--- config.mk ---
export PLATFORM = sky130hd
export DESIGN_NAME = btb_update_ctrl
export DESIGN_NICKNAME = d
export VERILOG_FILES = /design/src/rtl/btb_update_ctrl.sv
export SDC_FILE = /design/constraint.sdc
export NUM_CORES = 1
export LEC_CHECK = 0
export CAP_MARGIN = 20
export CORE_MARGIN = 8
export CORE_UTILIZATION = 57
export CTS_BUF_LIST = sky130_fd_sc_hd__clkbuf_2
export CTS_CLUSTER_DIAMETER = 150
export DETAILED_ROUTE_END_ITERATION = 10
export GPL_ROUTABILITY_DRIVEN = 0
export GPL_TIMING_DRIVEN = 1
export PLACE_DENSITY = 0.82
export REMOVE_ABC_BUFFERS = 1
export SLEW_MARGIN = 40
export SYNTH_ARGS = -nofsm -noshare
export SYNTH_HDL_FRONTEND = slang
export SYNTH_SLANG_ARGS = --single-unit
--- constraint.sdc ---
create_clock -name clk_i -period 3.8 [get_ports clk_i]
set_input_delay 1.14 -clock clk_i [delete_from_list [all_inputs] [get_ports clk_i]]
set_output_delay 1.14 -clock clk_i [all_outputs]
set_load 0.01 [all_outputs]
--- src/rtl/btb_update_ctrl.sv ---
// btb_update_ctrl: in-order queue of fetch-time branch predictions.
// Each execute-stage resolution is compared against the oldest queued
// prediction. The result is a registered BTB write/delete update and a
// front-end redirect on a misprediction.
module btb_update_ctrl #(
  parameter int XLEN       = 32,
  parameter int DEPTH      = 4,
  parameter int ILEN_BYTES = 4
) (
  input  logic                       clk_i,
  input  logic                       rst_n_i,
  input  logic                       flush_i,
  input  logic                       pred_valid_i,
  output logic                       pred_ready_o,
  input  logic [XLEN-1:0]            pred_pc_i,
  input  logic                       pred_taken_i,
  input  logic [XLEN-1:0]            pred_target_i,
  input  logic                       res_valid_i,
  output logic                       res_ready_o,
  input  logic [XLEN-1:0]            res_pc_i,
  input  logic                       res_taken_i,
  input  logic [XLEN-1:0]            res_target_i,
  output logic                       update_valid_o,
  output logic                       del_entry_o,
  output logic [XLEN-1:0]            res_pc_o,
  output logic [XLEN-1:0]            res_target_o,
  output logic                       mispredict_o,
  output logic [XLEN-1:0]            redirect_pc_o,
  output logic                       pc_mismatch_o,
  output logic [$clog2(DEPTH):0]     count_o
);

  localparam int PW = $clog2(DEPTH);
  localparam int CW = PW + 1;

  logic [XLEN-1:0] pc_q     [DEPTH];
  logic [XLEN-1:0] pc_d     [DEPTH];
  logic [XLEN-1:0] target_q [DEPTH];
  logic [XLEN-1:0] target_d [DEPTH];
  logic [DEPTH-1:0] taken_q, taken_d;

  logic [PW-1:0]   rd_ptr_q, rd_ptr_d;
  logic [PW-1:0]   wr_ptr_q, wr_ptr_d;
  logic [CW-1:0]   count_q, count_d;

  logic            update_valid_q, update_valid_d;
  logic            del_entry_q, del_entry_d;
  logic [XLEN-1:0] res_pc_q, res_pc_d;
  logic [XLEN-1:0] res_target_q, res_target_d;
  logic            mispredict_q, mispredict_d;
  logic [XLEN-1:0] redirect_pc_q, redirect_pc_d;
  logic            pc_mismatch_q, pc_mismatch_d;

  logic            push, pop;
  logic [XLEN-1:0] h_pc, h_target, fall;
  logic            h_taken;
  logic            wrong_t, wrong_nt, wrong;

  // Handshakes depend only on registered occupancy, so a same-cycle pop
  // never opens room for a push.
  assign pred_ready_o = (count_q < CW'(DEPTH));
  assign res_ready_o  = (count_q != '0);

  assign update_valid_o = update_valid_q;
  assign del_entry_o    = del_entry_q;
  assign res_pc_o       = res_pc_q;
  assign res_target_o   = res_target_q;
  assign mispredict_o   = mispredict_q;
  assign redirect_pc_o  = redirect_pc_q;
  assign pc_mismatch_o  = pc_mismatch_q;
  assign count_o        = count_q;

  // Classify the resolution against the head entry.
  always_comb begin
    push     = pred_valid_i & pred_ready_o;
    pop      = res_valid_i & res_ready_o;
    h_pc     = pc_q[rd_ptr_q];
    h_target = target_q[rd_ptr_q];
    h_taken  = taken_q[rd_ptr_q];
    fall     = res_pc_i + XLEN'(ILEN_BYTES);
    wrong_t  = res_taken_i & (~h_taken | (h_target != res_target_i));
    wrong_nt = ~res_taken_i & h_taken;
    wrong    = wrong_t | wrong_nt;
  end

  // Next-state for the queue and the registered update/redirect outputs.
  always_comb begin
    pc_d           = pc_q;
    target_d       = target_q;
    taken_d        = taken_q;
    rd_ptr_d       = rd_ptr_q;
    wr_ptr_d       = wr_ptr_q;
    count_d        = count_q;
    update_valid_d = 1'b0;
    del_entry_d    = 1'b0;
    mispredict_d   = 1'b0;
    pc_mismatch_d  = 1'b0;
    res_pc_d       = res_pc_q;
    res_target_d   = res_target_q;
    redirect_pc_d  = redirect_pc_q;

    if (flush_i) begin
      // Flush wins over everything; a resolution in this cycle is dropped.
      rd_ptr_d = '0;
      wr_ptr_d = '0;
      count_d  = '0;
    end else if (pop && wrong) begin
      // Everything behind the head is wrong-path: squash, including a
      // same-cycle push.
      pc_mismatch_d  = (res_pc_i != h_pc);
      update_valid_d = 1'b1;
      mispredict_d   = 1'b1;
      res_pc_d       = res_pc_i;
      del_entry_d    = wrong_nt;
      res_target_d   = wrong_nt ? '0 : res_target_i;
      redirect_pc_d  = wrong_nt ? fall : res_target_i;
      rd_ptr_d       = '0;
      wr_ptr_d       = '0;
      count_d        = '0;
    end else begin
      if (pop) begin
        pc_mismatch_d = (res_pc_i != h_pc);
        rd_ptr_d      = rd_ptr_q + 1'b1;
      end
      if (push) begin
        pc_d[wr_ptr_q]     = pred_pc_i;
        target_d[wr_ptr_q] = pred_target_i;
        taken_d[wr_ptr_q]  = pred_taken_i;
        wr_ptr_d           = wr_ptr_q + 1'b1;
      end
      count_d = count_q + CW'(push) - CW'(pop);
    end
  end

  // State registers; reset empties the queue and clears all outputs.
  always_ff @(posedge clk_i or negedge rst_n_i) begin
    if (!rst_n_i) begin
      for (int i = 0; i < DEPTH; i++) begin
        pc_q[i]     <= '0;
        target_q[i] <= '0;
      end
      taken_q        <= '0;
      rd_ptr_q       <= '0;
      wr_ptr_q       <= '0;
      count_q        <= '0;
      update_valid_q <= 1'b0;
      del_entry_q    <= 1'b0;
      res_pc_q       <= '0;
      res_target_q   <= '0;
      mispredict_q   <= 1'b0;
      redirect_pc_q  <= '0;
      pc_mismatch_q  <= 1'b0;
    end else begin
      pc_q           <= pc_d;
      target_q       <= target_d;
      taken_q        <= taken_d;
      rd_ptr_q       <= rd_ptr_d;
      wr_ptr_q       <= wr_ptr_d;
      count_q        <= count_d;
      update_valid_q <= update_valid_d;
      del_entry_q    <= del_entry_d;
      res_pc_q       <= res_pc_d;
      res_target_q   <= res_target_d;
      mispredict_q   <= mispredict_d;
      redirect_pc_q  <= redirect_pc_d;
      pc_mismatch_q  <= pc_mismatch_d;
    end
  end

endmodule

==> Yosys cells after proc, flatten, opt, wreduce, memory -nomap -nowiden <==
Index checks and enable logic that the tools add are counted.
{ "classes": {"add_sub_neg": 5, "order_cmp": 7, "eq_ne": 2, "n_mux": 32, "bitwise": 12, "reduce_logical": 8} }
{ "op_table": {"columns": ["op", "n"], "rows": [
  ["$bwmux 128", 2],
  ["$mux 32", 7],
  ["$bmux 32 s2", 2],
  ["$demux 32 s2", 1],
  ["$ne 32x32->1", 2],
  ["$add 32x3->32 const B", 1],
  ["$mux 2", 6],
  ["$mux 1", 9],
  ["$reduce_bool 3->1", 3],
  ["$ge 3x3->1 const B", 2],
  ["$lt 2x3->1 const B", 2],
  ["$mux 3", 2],
  ["$not 2->3", 2],
  ["$add 2x1->2 const B", 2],
  ["$and 1x1->1", 4],
  ["$bwmux 4", 1],
  ["$not 1->1", 4],
  ["$add 3x1->3", 1],
  ["$logic_and 1x1->1", 3],
  ["$lt 3x1->1 const B", 1],
  ["$lt 3x3->1 const B", 1],
  ["$reduce_and 3->1", 1],
  ["$sub 3x1->3", 1],
  ["$bmux 1 s2", 1],
  ["4 further kinds", 5]
]} }
{ "word_totals": {"regBits": 366, "input_bits": 135, "out_inout_bits": 105, "wordCells": 84} }

==> Longest topological paths before layout <==
Gate-level depths: netlist of the first run.
{ "logic_depth": {"depth_word": 11, "depth_mapped": 12, "mapped_depth_nobuf": 10} }

==> Least setup slack after synthesis of the first run <==
OpenSTA, ideal clock, no wires.
{ "synth_path": {"path_type": "input to register", "from": "in res_pc_i[4]", "to": "reg redirect_pc_q[27], in the netlist redirect_pc_o[27]", "setup_time_ns": 0.125, "arrival_ns": 2.942, "required_time_ns": 3.675, "slack_ns": 0.733, "stages": 8, "path_buffers": 1, "path_cell_list": "clkbuf_1 > and4_1 > nand4_1 > nor3_1 > and4_1 > xnor2_1 > o21ai_0 > mux2_2"} }
{ "synth_between": {"elab_chain_cells": 2} }
{ "synth_lines": {"columns": ["item", "line_no", "text"], "rows": [
  ["start: declaration", "20", "input logic [XLEN-1:0] res_pc_i,"],
  ["$add 32x3->32", "80", "fall = res_pc_i + XLEN'(ILEN_BYTES);"],
  ["$mux 32", "116", "redirect_pc_d = wrong_nt ? fall : res_target_i;"],
  ["end signal: assignment", "165", "redirect_pc_q <= redirect_pc_d;"],
  ["end: declaration", "51", "logic [XLEN-1:0] redirect_pc_q, redirect_pc_d;"]
]} }
Every way passes these cells.
A chain may end at the register's enable or synchronous reset.

==> Worst setup path in the final report of the first run <==
{ "layout_path": {"from": "reg rd_ptr_q[1]", "to": "reg pc_q[37] (netlist bit)"} }
{ "layout_between": {"elab_chain_cells": 11, "word_cells_on_any_way": 15, "cone_classes": "1 x eq/ne; 5 x mux; 7 x bitwise; 2 x reduce/logical"} }
{ "layout_lines": {"columns": ["item", "line_no", "text"], "rows": [
  ["start: declaration", "42", "logic [PW-1:0] rd_ptr_q, rd_ptr_d;"],
  ["start signal: assignment", "157", "rd_ptr_q <= rd_ptr_d;"],
  ["$not 2->3 (not written as such)", "78", "h_target = target_q[rd_ptr_q];"],
  ["$bmux 32 s2", "78", null],
  ["$mux 32 (not written as such) (2 in series)", "78", null],
  ["$ne 32x32->1", "81", "wrong_t = res_taken_i & (~h_taken | (h_target != res_target_i));"],
  ["$or 1x1->1", "81", null],
  ["$and 1x1->1", "81", null],
  ["$or 1x1->1 *", "83", "wrong = wrong_t | wrong_nt;"],
  ["$logic_and 1x1->1 *", "107", "end else if (pop && wrong) begin"],
  ["$not 1->1 (no source line) *", null, null],
  ["$reduce_and 3->1 (no source line) *", null, null],
  ["end signal: assignment", "154", "pc_q <= pc_d;"],
  ["end: declaration", "36", "logic [XLEN-1:0] pc_q [DEPTH];"]
]} }
Every way passes the cells marked *; elsewhere a longest branch is shown, timed or not. The select of a mux whose other input is x is not followed.

==> out/results.tsv, run 1 <==
metric	value	unit
ys flop type	dfrtp_1	
hold slack final	494	ps
Post-Route WL	48.4	mm
layout cell share with drive strength beyond 1	0.393	
RSZ-0062 raised after global routing	no	
crit path capture type	flip-flop	
pins over their slew limit	0	
setup TNS	0	ps
final setup vio count	0	
critical path class	reg -> reg	
DR iter-0 viols	812	
vias in the first global route	12800	
Max Fanout on Critical Path	26	
CP Launch Type	flip-flop	
YS warnings	0	
Yosys top cell area share	0.513	
CP bufs+invs	5	
combinational share of power	0.408	
most frequent CP cell	buf_4	
P&R area growth vs syn	24.5	%
syn avg cell area	15.3	sq um
clk sinks	366	
Initial Utilization	0.580	
Netlist cell types	45	
GRT Total Usage	0.264	
Gate Count Post-Synth	1170	
Port-buffer cells	239	
Arr. time, crit path	4380	ps
crit-path cells	buf_4 -> mux4_2 -> xnor2_1 -> nand4_1 -> nor4_1 -> buf_4 -> and4_1 -> buf_4 -> o211ai_4 -> buf_12 -> buf_12 -> mux2_4	
CP top delay family	buffers and inverters	
grt ovf	0	
FP Rows	64	
Synth top cells by count	366 x dfrtp_1, 200 x mux2_4, 103 x mux2_2	
sequential power share	0.425	
vias per cell	5.82	
P_int	10800	uW
# fillers	2013	
Ports	240	
fin cells	2013	
multi-input logic area	8160	sq um
Via Count	11700	
Hold Crit Class	reg -> reg	
CTS H-Tree Depth	3	
initial antenna violation count	5	
worst setup margin	154	ps
Num CTS Buffers	94	
placed cells	1841	
Post-Syn Area	17800	sq um
first-pass GRT wire length	75.2	mm
clock power share	0.167	
Max Root-Sink Buffers	3	
post-synth top area cell	dfrtp_1	
Leak	0.0104	uW
# resized after CTS	0	
nets@finish	1686	
Worst slew margin	0.452	
status	finished, final reports clean	
worst stage delay on the critical path	740	ps
Die Width	193	um
Setup Slack @ Placement	-82.8	ps
Core ar.	30700	sq um
hpwl dp	35.3	mm
Clock Skews	84.0	ps
count leader, synth	dfrtp_1	
post-synthesis async set-or-reset flop share	1.00	
Reg clk slew, reported paths	100	ps
ranking of synthesized cells by area	dfrtp_1 51%, mux2_4 17%, mux4_2 7.7%	
Setup Buffers After CTS	0	
DRC viols	0	
Clock Tree Root	clkbuf_2	
DR pass1 iterations	5	
TritonCTS clock tree	built	
crit share post-route	0.960	
Switching Fraction	0.318	
ANT nets after route	0	
sequential area share after synthesis	0.513	
WL per Instance	24.0	um
Total Power	15900	uW
#FFs+latches synth	366	
max-cap viol count	0	
die height	193	um
pwr/cell area	717	nW/um^2
switching pwr	5070	uW
worst skew pair latency	930	ps
Worst-Margin Slew	822	ps
worst path required time	4540	ps
VDD IR max	0.356	mV
min Tclk post-route	3650	ps
endpoints failing hold	0	
slowest cell on the critical path	dfrtp_4	
Max Clock Freq	274	MHz
pin count of the biggest net entering global routing	97	
Post-synth EDFFs	0	
total die area	37200	sq um
total area of sequential cells	9170	sq um
==> sequential cells by signal (all words and copies together), names as in the netlist <==
register	cells
count_o	3
del_entry_o	1
mispredict_o	1
pc_mismatch_o	1
pc_q	128
rd_ptr_q	2
redirect_pc_o	32
res_pc_o	32
res_target_o	32
taken_q	4
target_q	128
wr_ptr_q	2
==> cells by family (layout without fill, tap and decap cells) <==
| logic type | after synthesis | count (layout) | share of synthesized area |
|---|---|---|---|
| muxes | 398 | 398 | 0.331 |
| DFF | 366 | 366 | 0.513 |
| and+or+nand+nor | 131 | 131 | 0.0371 |
| buffers and inverters | 90 | 531 | 0.0320 |
| xor gates and xnor gates | 89 | 89 | 0.0437 |
| AOI/OAI and AO/OA | 88 | 88 | 0.0370 |
| adders and majority gates | 8 | 8 | 0.00603 |
| other | 0 | 6 | 0 |
==> per-stage QoR <==
| step | utilization | cell area, sq um |
|---|---|---|
| finish | 0.722 | 22200 |
| global route | 0.722 | 22200 |
| CTS | 0.721 | 22200 |
| detailed placement | 0.694 | 21300 |
| global placement | 0.693 | 21300 |
| floorplan | - | 17300 |
==> routing by layer <==
layer,wire [um],share of wire,up-vias,global-route usage
met1,20000,0.41,6083,0.341
met3,3290,0.068,93,0.0610
met4,1660,0.034,2,0.119
met2,23400,0.48,465,0.425
li1,-,-,5080,-
met5,10,0.00021,-,0
==> what timing repair did <==
item | CTS | global route
setup endpoints to repair | 0 | 0
endpoints found under the hold margin | 0 | 1
hold buffers | 0 | 1
==> cells in the final DEF, fill, tap and decap left out, drive strengths merged, types with 7 or more instances in the layout <==
master         instances
dfrtp                366
mux2                 325
clkdlybuf4s50        238
clkbuf               137
buf                  111
xnor2                 72
mux4                  61
nand2                 44
a22o                  31
o21ai                 29
nand4                 22
clkinv                22
inv                   19
xor2                  17
nor2                  17
mux2i                 12
nand3                 10
nor3                  10
a21oi                  8
ha                     7
==> power groups by stage <==
stage / combinational [uW] / clock, uW / sequential, uW
6_report: 6500 / 2660 / 6760
5_1_grt: 6920 / 2930 / 6930
4_1_cts: 6550 / 2730 / 6720
3_5_place_dp: 6530 / 0 / 6770
3_3_place_gp: 6330 / 0 / 6660
2_1_floorplan: 3930 / 0 / 6720
==> worst paths after layout <==
kind	startpoint	to	slack (ps)	depth (start not counted)
max	rd_ptr_q[1]	pc_q[37]	150	12
min	res_target_o[3]	res_target_o[3]	490	1
max reg2reg	rd_ptr_q[1]	pc_q[37]	150	12
min reg2reg	res_target_o[3]	res_target_o[3]	490	1
max in group asynchronous	rst_n_i	pc_q[11]	2010	5
min in group asynchronous	rst_n_i	pc_q[32]	660	2
==> cell type report <==
class | count | area share
Timing Repair Buffer | 350 | 0.157
Multi-Input combinational cell | 714 | 0.368
Sequential cell | 366 | 0.413
Clock inverter | 27 | 0.00648
Tap cell | 396 | 0.0223
Inverter | 17 | 0.00287
Antenna cell | 6 | 0.000676
Clock buffer | 137 | 0.0309
No activity file was read; power rests on OpenSTA's default activity.
==> run 2: changes to the inputs <==
--- a/config.mk
+++ b/config.mk
@@ -11,7 +11,6 @@
 export CTS_BUF_LIST = sky130_fd_sc_hd__clkbuf_2
 export CTS_CLUSTER_DIAMETER = 150
 export DETAILED_ROUTE_END_ITERATION = 10
-export GPL_ROUTABILITY_DRIVEN = 0
 export GPL_TIMING_DRIVEN = 1
 export PLACE_DENSITY = 0.82
 export REMOVE_ABC_BUFFERS = 1
==> results of run 2 <==
The final DEF is identical to that of run 1; final timing and power are the same.
